### src/rtl/tests_stall_pkg.sv
// Shared types and helpers for the verification stall generator.
// Holds the mode encoding, LFSR step and the percentage-hit decision.
package tests_stall_pkg;

    typedef enum logic [1:0] {
        MODE_OFF      = 2'd0,
        MODE_RANDOM   = 2'd1,
        MODE_PERIODIC = 2'd2,
        MODE_BOUNDED  = 2'd3
    } stall_mode_e;

    localparam logic [31:0] LFSR_POLY = 32'h8020_0003;
    localparam logic [31:0] SEED_MIX  = 32'h9E37_79B9;
    localparam logic [6:0]  PCT_MAX   = 7'd100;

    // Right-shifting Galois step.
    function automatic logic [31:0] lfsr_next(input logic [31:0] s);
        return s[0] ? ((s >> 1) ^ LFSR_POLY) : (s >> 1);
    endfunction

    // Scale r into 0..99 and compare against the threshold.
    function automatic logic pct_hit(input logic [15:0] r, input logic [6:0] thr);
        logic [22:0] prod;
        prod = 23'(r) * 23'd100;
        return prod[22:16] < thr;
    endfunction

    function automatic logic [6:0] pct_sat(input logic [6:0] p);
        return (p > PCT_MAX) ? PCT_MAX : p;
    endfunction

    // An all-zero seed would lock the LFSR, so it is replaced by 1.
    function automatic logic [31:0] lane_seed(input logic [31:0] base, input int unsigned idx);
        logic [31:0] s;
        s = base ^ (32'(idx) * SEED_MIX);
        return (s == 32'd0) ? 32'd1 : s;
    endfunction

endpackage

### src/rtl/tests_stall_lane.sv
// One stall channel: private LFSR, bounded-run counter, stall register
// and saturating statistics counter.
module tests_stall_lane
    import tests_stall_pkg::*;
#(
    parameter logic [31:0] SEED_VAL = 32'h1,
    parameter int          MAX_RUN  = 8,
    parameter int          CNT_W    = 32
) (
    input  logic             clk,
    input  logic             rst,
    input  logic             rand_en,
    input  logic             bounded,
    input  logic             per_en,
    input  logic             per_stall,
    input  logic [6:0]       thr,
    output logic             stall,
    output logic [CNT_W-1:0] stall_cnt
);

    localparam int RUN_W = $clog2(MAX_RUN + 1);

    logic [31:0]      lfsr_q, lfsr_d;
    logic [RUN_W-1:0] run_q, run_d;
    logic             stall_d;
    logic             hit;

    assign hit = pct_hit(lfsr_q[15:0], thr);

    always_comb begin
        lfsr_d  = lfsr_q;
        run_d   = '0;
        stall_d = 1'b0;
        if (rand_en) begin
            lfsr_d = lfsr_next(lfsr_q);
            // A full run forces one idle cycle regardless of the draw.
            if (bounded && run_q == RUN_W'(MAX_RUN)) begin
                stall_d = 1'b0;
            end else begin
                stall_d = hit;
                run_d   = (bounded && hit) ? run_q + RUN_W'(1) : '0;
            end
        end else if (per_en) begin
            stall_d = per_stall;
        end
    end

    always_ff @(posedge clk or posedge rst) begin
        if (rst) begin
            lfsr_q    <= SEED_VAL;
            run_q     <= '0;
            stall     <= 1'b0;
            stall_cnt <= '0;
        end else begin
            lfsr_q <= lfsr_d;
            run_q  <= run_d;
            stall  <= stall_d;
            if (stall && stall_cnt != '1)
                stall_cnt <= stall_cnt + CNT_W'(1);
        end
    end

endmodule

### src/rtl/tests_stall_gen.sv
// Stall generator top: threshold register, shared periodic phase and mode
// decode, driving CHANNELS independent stall lanes.
module tests_stall_gen
    import tests_stall_pkg::*;
#(
    parameter int          CHANNELS   = 4,
    parameter int          PERCENTAGE = 50,
    parameter int          PERIOD     = 8,
    parameter int          DUTY       = 2,
    parameter int          MAX_RUN    = 8,
    parameter logic [31:0] SEED       = 32'h1ACE_C0DE,
    parameter int          CNT_W      = 32
) (
    input  logic                            clk,
    input  logic                            rst,
    input  logic                            en_i,
    input  logic [1:0]                      mode_i,
    input  logic                            pct_we_i,
    input  logic [6:0]                      pct_i,
    output logic [CHANNELS-1:0]             stall_o,
    output logic [CHANNELS-1:0][CNT_W-1:0]  stall_cnt_o
);

    localparam int              PH_W   = $clog2(PERIOD);
    localparam logic [PH_W:0]   DUTY_V = (PH_W + 1)'(DUTY);

    stall_mode_e     mode;
    logic [6:0]      thr_q, thr_eff;
    logic [PH_W-1:0] phase_q;
    logic            rand_en, bounded, per_en, per_stall;

    assign mode    = stall_mode_e'(mode_i);
    assign rand_en = en_i && (mode == MODE_RANDOM || mode == MODE_BOUNDED);
    assign bounded = (mode == MODE_BOUNDED);
    assign per_en  = en_i && (mode == MODE_PERIODIC);
    // A write is bypassed so it lands on the same edge as a mode change.
    assign thr_eff   = pct_we_i ? pct_sat(pct_i) : thr_q;
    assign per_stall = ({1'b0, phase_q} < DUTY_V);

    always_ff @(posedge clk or posedge rst) begin
        if (rst) begin
            thr_q   <= pct_sat(7'(PERCENTAGE));
            phase_q <= '0;
        end else begin
            if (pct_we_i)
                thr_q <= pct_sat(pct_i);
            if (!per_en)
                phase_q <= '0;
            else if (phase_q == PH_W'(PERIOD - 1))
                phase_q <= '0;
            else
                phase_q <= phase_q + PH_W'(1);
        end
    end

    for (genvar i = 0; i < CHANNELS; i++) begin : g_lane
        tests_stall_lane #(
            .SEED_VAL (lane_seed(SEED, i)),
            .MAX_RUN  (MAX_RUN),
            .CNT_W    (CNT_W)
        ) u_lane (
            .clk       (clk),
            .rst       (rst),
            .rand_en   (rand_en),
            .bounded   (bounded),
            .per_en    (per_en),
            .per_stall (per_stall),
            .thr       (thr_eff),
            .stall     (stall_o[i]),
            .stall_cnt (stall_cnt_o[i])
        );
    end

endmodule

### config.mk
export PLATFORM = sky130hd
export DESIGN_NAME = tests_stall_gen
export DESIGN_NICKNAME = d
export VERILOG_FILES = /design/src/rtl/tests_stall_pkg.sv /design/src/rtl/tests_stall_lane.sv /design/src/rtl/tests_stall_gen.sv
export SDC_FILE = /design/constraint.sdc
export NUM_CORES = 1
export LEC_CHECK = 0
export CAP_MARGIN = 20
export CORE_MARGIN = 3
export CORE_UTILIZATION = 29
export DETAILED_ROUTE_END_ITERATION = 10
export GPL_TIMING_DRIVEN = 0
export SLEW_MARGIN = 10
export SYNTH_ARGS = -nofsm -noshare
export SYNTH_HDL_FRONTEND = slang
export SYNTH_SLANG_ARGS = --single-unit
### constraint.sdc
create_clock -name clk -period 12.9 [get_ports clk]
set_clock_uncertainty 0.15 [all_clocks]
set_input_delay 3.87 -clock clk [delete_from_list [all_inputs] [get_ports clk]]
set_output_delay 3.87 -clock clk [all_outputs]
set_load 0.05 [all_outputs]
* Yosys cells after proc, flatten, opt, wreduce, memory -nomap -nowiden
Cells that the tools add are included.
** Storage, ports and cells
- Memory bits (read-only) :: 0
- Bits in registers :: 286
- Bits in writable memories :: 0
- Input bits :: 13
- Output and inout port bits :: 132
- Word-level logic and storage cells :: 97
- Memories :: 0
- Latch bits :: 0
** Cells by class
- Div/mod/pow operators :: 0
- Magnitude comparators :: 6
- Add/sub/neg operators :: 9
- Bitwise gates (word level) :: 4
- Muxes and demuxes :: 29
- Reduce and logical (&&, ||, !) cells :: 15
- Equality and inequality tests :: 12
- $mul :: 4
- Shift operators :: 0
** Operators with widths (number)
- $add A32 B1 Y32 const B :: 4
- $mux W32 :: 4
- $ne A32 B32 Y1 const B :: 4
- $mul A16 B5 Y21 const B :: 4
- $mux W4 :: 12
- $lt A7 B7 Y1 :: 4
- $add A4 B1 Y4 const B :: 4
- $eq A4 B4 Y1 const B :: 4
- $not A3 Y4 :: 4
- $logic_and A1 B1 Y1 :: 14
- $mux W7 :: 2
- $mux W1 :: 9
- $gt A7 B7 Y1 const B :: 1
- $mux W3 :: 2
- $eq A2 B2 Y1 const B :: 2
- $add A3 B1 Y3 const B :: 1
- $eq A3 B3 Y1 const B :: 1
- $lt A3 B2 Y1 const B :: 1
- $eq A2 B1 Y1 const B :: 1
- $logic_or A1 B1 Y1 :: 1

* Logic depth before layout (Yosys ltp)
Gate-level depths: netlist of the first run.
- Word-level depth :: 8
- Mapped depth :: 21
- Gate-level depth less buffers :: 21

* Modules after synthesis
Synthesis of the first run repeated with hierarchy kept, for this count alone.
** Unflattened totals
- Cells, all modules :: 1691
- Area, all modules :: 18262.5 um2
** By module, submodules not included
- tests_stall_lane (g_lane[3].u_lane) :: cells an instance 411, area each 4471.8 um2, times used 1
- tests_stall_lane (g_lane[2].u_lane) :: cells an instance 411, area each 4468.0 um2, times used 1
- tests_stall_lane (g_lane[1].u_lane) :: cells an instance 416, area each 4436.8 um2, times used 1
- tests_stall_lane (g_lane[0].u_lane) :: cells an instance 412, area each 4434.3 um2, times used 1
- tests_stall_gen :: cells an instance 41, area each 451.7 um2, times used 1

* Worst setup path before layout of the first run
No wires, ideal clock.
- Path kind :: input -> register
- From :: input port pct_we_i
- To :: register g_lane[1].u_lane.run_q[2]
- Cell stages on the path :: 11
- Data required time :: 12.678 ns
- Library setup time :: 0.072 ns
- Path slack :: 6.282 ns
- Arrival :: 6.396 ns
- Path through :: clkbuf_1 > inv_1 > a21boi_0 > ha_1 > a21o_1 > a21o_1 > a2111oi_0 > nand3b_1 > mux2i_1 > o21ai_1 > nor2_1
** On the way
- Cells in the longest elaborated chain, start to end :: 6
** RTL lines
- start: declaration :: line tests_stall_gen.sv:18 : input logic pct_we_i,
- $mux W7
- $lt A7 B7 Y1 :: line tests_stall_pkg.sv:25 : return prod[22:16] < thr;
- $logic_and A1 B1 Y1 :: line tests_stall_lane.sv:41 : run_d = (bounded && hit) ? run_q + RUN_W'(1) : '0;
- $mux W4 :: line tests_stall_lane.sv:41
- $mux W4 :: line tests_stall_lane.sv:37 : if (bounded && run_q == RUN_W'(MAX_RUN)) begin
- $mux W4 :: line tests_stall_lane.sv:34 : if (rand_en) begin
- via g_lane[1].u_lane.run_d[2] :: line tests_stall_lane.sv:24 : logic [RUN_W-1:0] run_q, run_d;
- end signal: assignment :: line tests_stall_lane.sv:56 : run_q <= run_d;
- end: declaration :: line tests_stall_lane.sv:24
The timed path passes the listed nets, and every way through them passes these cells.
A chain may end at the register's enable or synchronous reset.

* Worst setup path in the final report of the first run
- From :: input port pct_i[6]
- To :: register g_lane[1].u_lane.run_q[3]
** On the way
- Cells in the longest elaborated chain, start to end :: 8
** RTL lines
- start: declaration :: line tests_stall_gen.sv:19 : input logic [6:0] pct_i,
- $gt A7 B7 Y1 :: line tests_stall_pkg.sv:29 : return (p > PCT_MAX) ? PCT_MAX : p;
- $mux W7 * :: line tests_stall_pkg.sv:29
- $mux W7 *
- $lt A7 B7 Y1 * :: line tests_stall_pkg.sv:25
- $logic_and A1 B1 Y1 * :: line tests_stall_lane.sv:41
- $mux W4 * :: line tests_stall_lane.sv:41
- $mux W4 * :: line tests_stall_lane.sv:37
- $mux W4 * :: line tests_stall_lane.sv:34
- via g_lane[1].u_lane.run_d[3] :: line tests_stall_lane.sv:24
The timed path passes the listed nets; every way through them passes the cells marked *.

==> results of run 1 <==
-- cell type report --
cell class | count | area (µm²)
sequential | 286 | 7240
timing repair buffer | 145 | 1490
clock inverter | 14 | 77.6
clock buffer | 42 | 877
fill | 5779 | 37600
tap | 765 | 957
antenna | 1 | 2.50
multi-input combinational | 1078 | 9290
buffer | 28 | 123
inverter | 181 | 687
-- power groups by stage --
stage,Clock (W),Sequential [W],Combinational [W]
2_1_floorplan,0,0.00144,0.00102
3_3_place_gp,0,0.00137,0.00143
3_5_place_dp,0,0.00138,0.00147
4_1_cts,0.000866,0.00136,0.00149
5_1_grt,0.000901,0.00140,0.00171
6_report,0.000832,0.00136,0.00146
-- worst max-delay path, stage by stage --
cell and delay, ns:
clkdlybuf4s50_1 0.48, nand2_1 0.09, nand3_1 0.09, a21boi_0 0.73, ha_1 0.38, a21o_1 0.17
a21o_1 0.17, a2111oi_0 0.79, nand3_1 0.15, mux2i_1 0.20, o21ai_1 0.14, nor2_1 0.13
-- per-stage QoR --
step	hold slack (ns)	std cells	TNS, ns	power (W)	cell area (µm²)
2_1_floorplan	0.265	1573	0	0.00246	17300
3_3_place_gp	0.279	2481	-541.03	0.00279	19700
3_5_place_dp	0.286	2483	0	0.00285	19800
4_1_cts	0.295	2539	0	0.00372	20700
5_1_grt	0.307	2539	0	0.00401	20700
6_report	0.291	2540	0	0.00365	20700
-- Yosys cell counts (all sizes together), types with 9 or more instances --
library cell / count / area, µm²
xnor2: 109 / 955
o21ai: 63 / 315
and3: 30 / 188
nand3: 65 / 330
xor2: 54 / 473
nor2: 63 / 239
a21oi: 29 / 145
and4: 15 / 131
dfstp: 66 / 1730
fa: 40 / 801
clkbuf: 19 / 71.3
nand2: 107 / 402
a21o: 13 / 97.6
buf: 9 / 51.3
mux2: 98 / 1100
ha: 239 / 2990
dfrtp: 220 / 5510
inv: 181 / 679
nor3: 28 / 155
nand4: 36 / 225
-- placed cells by master (no fill, tap or decap), types with 31 or more instances in the layout --
master / synthesis / layout
clkbuf_16: 0 / 31
clkdlybuf4s50_1: 0 / 143
dfrtp_1: 220 / 220
dfstp_2: 66 / 66
fa_1: 40 / 40
ha_1: 239 / 239
inv_1: 181 / 180
mux2_2: 98 / 98
nand2_1: 107 / 107
nand3_1: 64 / 64
nand4_1: 36 / 36
nor2_1: 62 / 62
o21ai_0: 56 / 56
xnor2_1: 109 / 109
xor2_1: 54 / 54
-- how the worst max path moves through the flow --
| stage | start | depth (start not counted) | to |
|---|---|---|---|
| 2_1_floorplan | rst | 1 | g_lane[0].u_lane.lfsr_q[0]$_DFFE_PP0P_ |
| 3_3_place_gp | rst | 2 | g_lane[0].u_lane.stall_cnt[8]$_DFFE_PP0P_ |
| 3_5_place_dp | pct_i[6] | 12 | g_lane[1].u_lane.run_q[0]$_DFF_PP0_ |
| 4_1_cts | pct_i[6] | 12 | g_lane[1].u_lane.run_q[2]$_DFF_PP0_ |
| 5_1_grt | pct_i[6] | 12 | g_lane[1].u_lane.run_q[1]$_DFF_PP0_ |
| 6_report | pct_i[6] | 12 | g_lane[1].u_lane.run_q[3]$_DFF_PP0_ |
-- kinds of logic after synthesis --
logic type | after synthesis | share of synthesized area
compound gates | 156 | 0.0588
buf+inv | 209 | 0.0463
simple gates | 380 | 0.111
fa+ha+maj | 279 | 0.219
xor+xnor | 163 | 0.0824
mux | 100 | 0.0648
flops | 286 | 0.418
-- sequential cells by signal (all words and copies together), names as in the netlist --
register and flops:
g_lane.u_lane.run_q 16, g_lane.u_lane.stall_cnt 128, g_lane.u_lane.stall 4, thr_q 7
g_lane.u_lane.lfsr_q 128, phase_q 3
-- per-layer routing --
metal	track usage	up-vias	part of all wire
li1	-	5747	-
met1	0.151	5603	0.47
met2	0.185	169	0.47
met3	0.0158	44	0.037
met4	0.0241	0	0.019
met5	0	-	0
==> impl_metrics.ini, run 1 <==
[power_and_ir_drop]
p_sw_frac = 0.372
p_comb_frac = 0.400
powerDensity_nw_per_um2 = 176
leakagePower_nw = 10.1
power_frac_seq = 0.372
p_int_w = 0.00229
switchingPower_w = 0.00136
irDropWorstVdd_mv = 0.162
power.share.clock = 0.228

[floorplan]
die_w_um = 250
die_h_um = 250
pin_count = 145
row_count = 88
core_um2 = 58400
start_util = 0.297
die-area_um2 = 62700

[critical_path]
regToRegStartpoint = g_lane[1].u_lane.lfsr_q[8]$_DFFE_PP1P_
reg2reg_slack_ns = 7.19
worstPathRequired_ns = 13.24
cp-end-kind = flop
crit_type = in -> reg
cp.arrival_ns = 7.39
reg2reg_depth = 21
start_kind = input pin
r2r-end = g_lane[1].u_lane.run_q[3]$_DFF_PP0_
crit_fanout = 5

[clock_tree]
postCtsSetupBuffers = 0
cts_hold_buffers = 0
ctsResizeCount = 0
root_buffer = clkbuf_16
cts_buffers = 30
cts_tree = done
htree_levels = 1
cts_buffer_depth = 3
clkTransAtPathRegs_ns = 0.06
clk-insertion-delay-late_ns = 0.57
cts_sinks = 286

[timing]
hold_viol = 0
tightest_slew_ns = 0.904
rsz0062_at_grt = false
period_needed_ns = 7.05
slew-limit-headroom = 0.392
setup_viol = 0
fin_crit_sh = 0.547
fmax_mhz = 142
fin_ws_ns = 5.85
drv_slew = 0

[synthesis]
async_reset_ff_frac = 1.00
ys_ff_latch = 286
synthCells = 1573
netlist-cell-type-count = 69
syn-mean-instance-area_um2 = 11.0
syn_area_um2 = 17300
ys_warn_count = 0
syn_nets = 1865
synth-seq-area-share = 0.418
synth_flop_cell = dfrtp_1
synth-edff-count = 0

[grt]
gr-total-overflow = 0
first_global_vias = 11600
grt_start_max_net_pins = 118
grt_antenna_before_repair = 1
grt_pass1_wl_mm = 59.5
grtUsageTotal = 0.110

[finish]
postLayoutCoreUtil = 0.355
final_nets = 2042
syn_to_final_growth_pct = 19.7
layout-drive-gt1-share = 0.135

[detailed_routing]
finalWirelength_mm = 34.3
drc = 0
ant_nets = 0
routed_via_density = 4.55
drt-pass1-iter-count = 4
wl_per_cell_um = 13.5
drt-initial-drc-count = 407
vias = 11600

[hold_path]
hold_start = phase_q[0]$_DFF_PP0_
hold_class = reg -> reg
whs_path_depth = 1
min_to = phase_q[0]$_DFF_PP0_

[job]
maxCapViolCount = 0

[place]
place_ws_ns = 5.21
port_buffers = 143
dp_hpwl_mm = 26.1
place_congestion = 0.780

[outcome]
status = finished clean
Note: power is estimated with default switching activity, not from simulation.
==> inputs of run 2 (changes only) <==
Clock period 12.9 ns to 6.5 ns, I/O delays scaled along.
==> run 2 against run 1 <==
Net effect:
- flip-flop and latch count is the same
- setup slack worse by 5.1 ns
- final cell count up 0.28%
- critical endpoint unchanged
- highest routed layer unchanged
==> impl_metrics.ini, run 2 (synthesis gave the netlist of run 1 again) <==
[finish]
n_antenna_cell = 0
reg_top3 = g_lane.u_lane.lfsr_q (128), g_lane.u_lane.stall_cnt (128), g_lane.u_lane.run_q (16)
fillCellCount = 5681
final_nets = 2049
final_cell_mix = ha_1 (239), dfrtp_1 (220), inv_1 (180)
postLayoutCoreUtil = 0.360
final_area_um2 = 21000
syn_to_final_growth_pct = 21.1
final_common_cell = ha_1
layout-drive-gt1-share = 0.139

[timing]
hold_viol = 0
tightest_slew_ns = 0.931
fmax_mhz = 174
slew-limit-headroom = 0.374
rsz0062_at_grt = false
finalSetupTns_ns = 0
drv_slew = 0
fin_ws_ns = 0.763
fin_crit_sh = 0.883
period_needed_ns = 5.74
setup_viol = 0

[clock_tree]
ctsResizeCount = 0
cts_buffers = 31
cts_sinks = 286
postCtsSetupBuffers = 0
cts_hold_buffers = 0
cts_buffer_depth = 3
clk-insertion-delay-late_ns = 0.57
root_buffer = clkbuf_16
clkTransAtPathRegs_ns = 0.06
htree_levels = 1
cts_tree = done

[critical_path]
start_kind = flop
cp-end-kind = flop
cp.arrival_ns = 6.09
worstPathRequired_ns = 6.85
crit_type = reg -> reg
crit_fanout = 5

[power_and_ir_drop]
power.share.clock = 0.250
powerDensity_nw_per_um2 = 357
irDropWorstVdd_mv = 0.285
fin_total_pwr_w = 0.00749
power_frac_seq = 0.361
switchingPower_w = 0.00272
p_int_w = 0.00477
p_comb_frac = 0.389
leakagePower_nw = 10.2
p_sw_frac = 0.363

[grt]
grt_antenna_before_repair = 0
grt_pass1_wl_mm = 60.1
first_global_vias = 12000
gr-total-overflow = 0
grtUsageTotal = 0.112
grt_start_max_net_pins = 41

[place]
port_buffers = 143
dp_hpwl_mm = 26.8
place_congestion = 0.794
place_ws_ns = 0.657
postPlaceCellArea_um2 = 19900

[floorplan]
die_h_um = 250
start_util = 0.297
die_w_um = 250
core_um2 = 58400
row_count = 88
pin_count = 145
die-area_um2 = 62700

[detailed_routing]
drt-pass1-iter-count = 8
wl_per_cell_um = 13.6
drc = 0
routed_via_density = 4.59
finalWirelength_mm = 34.7
drt-initial-drc-count = 420
ant_nets = 0
vias = 11700

[job]
maxCapViolCount = 0

[hold_path]
hold_class = reg -> reg

[outcome]
status = finished clean
run 2: stage by stage:
step	std cells	hold slack (ns)
2_1_floorplan	1573	0.265
3_3_place_gp	2481	0.277
3_5_place_dp	2489	0.287
4_1_cts	2547	0.299
5_1_grt	2547	0.317
6_report	2547	0.295
run 2: path summary, 6_finish.rpt:
kind	depth (start not counted)	from	slack, ns	endpoint
min	1	phase_q[0]$_DFF_PP0_	0.30	phase_q[0]$_DFF_PP0_
min reg2reg	1	phase_q[0]$_DFF_PP0_	0.30	phase_q[0]$_DFF_PP0_
max	21	g_lane[1].u_lane.lfsr_q[8]$_DFFE_PP1P_	0.76	g_lane[1].u_lane.run_q[3]$_DFF_PP0_
min in group asynchronous	2	rst	1.71	g_lane[1].u_lane.stall_cnt[5]$_DFFE_PP0P_
max reg2reg	21	g_lane[1].u_lane.lfsr_q[8]$_DFFE_PP1P_	0.76	g_lane[1].u_lane.run_q[3]$_DFF_PP0_
max in group asynchronous	6	rst	3.15	g_lane[0].u_lane.stall_cnt[4]$_DFFE_PP0P_
run 2: final cells by class:
| class | instances | area (µm²) | share of cell area |
|---|---|---|---|
| Tap cell | 765 | 957 | 0.0456 |
| Multi-Input combinational cell | 1078 | 9290 | 0.443 |
| Sequential cell | 286 | 7240 | 0.345 |
| Clock inverter | 12 | 170 | 0.00811 |
| Clock buffer | 46 | 932 | 0.0444 |
| Inverter | 181 | 683 | 0.0326 |
| Buffer | 28 | 123 | 0.00584 |
| Timing Repair Buffer | 151 | 1590 | 0.0758 |
run 2: metal layers:
| metal | share of wire | up-vias | track usage | wire length, µm |
|---|---|---|---|---|
| met2 | 0.47 | 188 | 0.189 | 16200 |
| met4 | 0.024 | 0 | 0.0318 | 832 |
| met3 | 0.032 | 45 | 0.0145 | 1110 |
| li1 | - | 5771 | - | - |
| met5 | 0 | - | 0 | 0 |
| met1 | 0.48 | 5693 | 0.149 | 16600 |
run 2: critical path, cell delays in order (launching register included):
cell       delay (ns)
dfstp_2          0.61
ha_1             0.25
ha_1             0.27
inv_1            0.05
fa_1             0.51
inv_1            0.04
ha_1             0.29
and3_1           0.20
a221oi_1         0.25
o21ai_1          0.17
o31a_1           0.31
a211o_1          0.32
o31ai_1          0.25
xnor2_1          0.16
ha_1             0.27
nand4_1          0.13
nor2_1           0.06
a2111oi_0        0.75
nand3_1          0.15
mux2i_1          0.21
o21ai_1          0.13
nor2_1           0.14
run 2: power groups by stage:
stage | registers [W] | clock network (W) | logic (W)
6_report | 0.00270 | 0.00187 | 0.00291
5_1_grt | 0.00278 | 0.00201 | 0.00339
2_1_floorplan | 0.00285 | 0 | 0.00203
3_3_place_gp | 0.00272 | 0 | 0.00282
3_5_place_dp | 0.00274 | 0 | 0.00293
4_1_cts | 0.00271 | 0.00193 | 0.00297
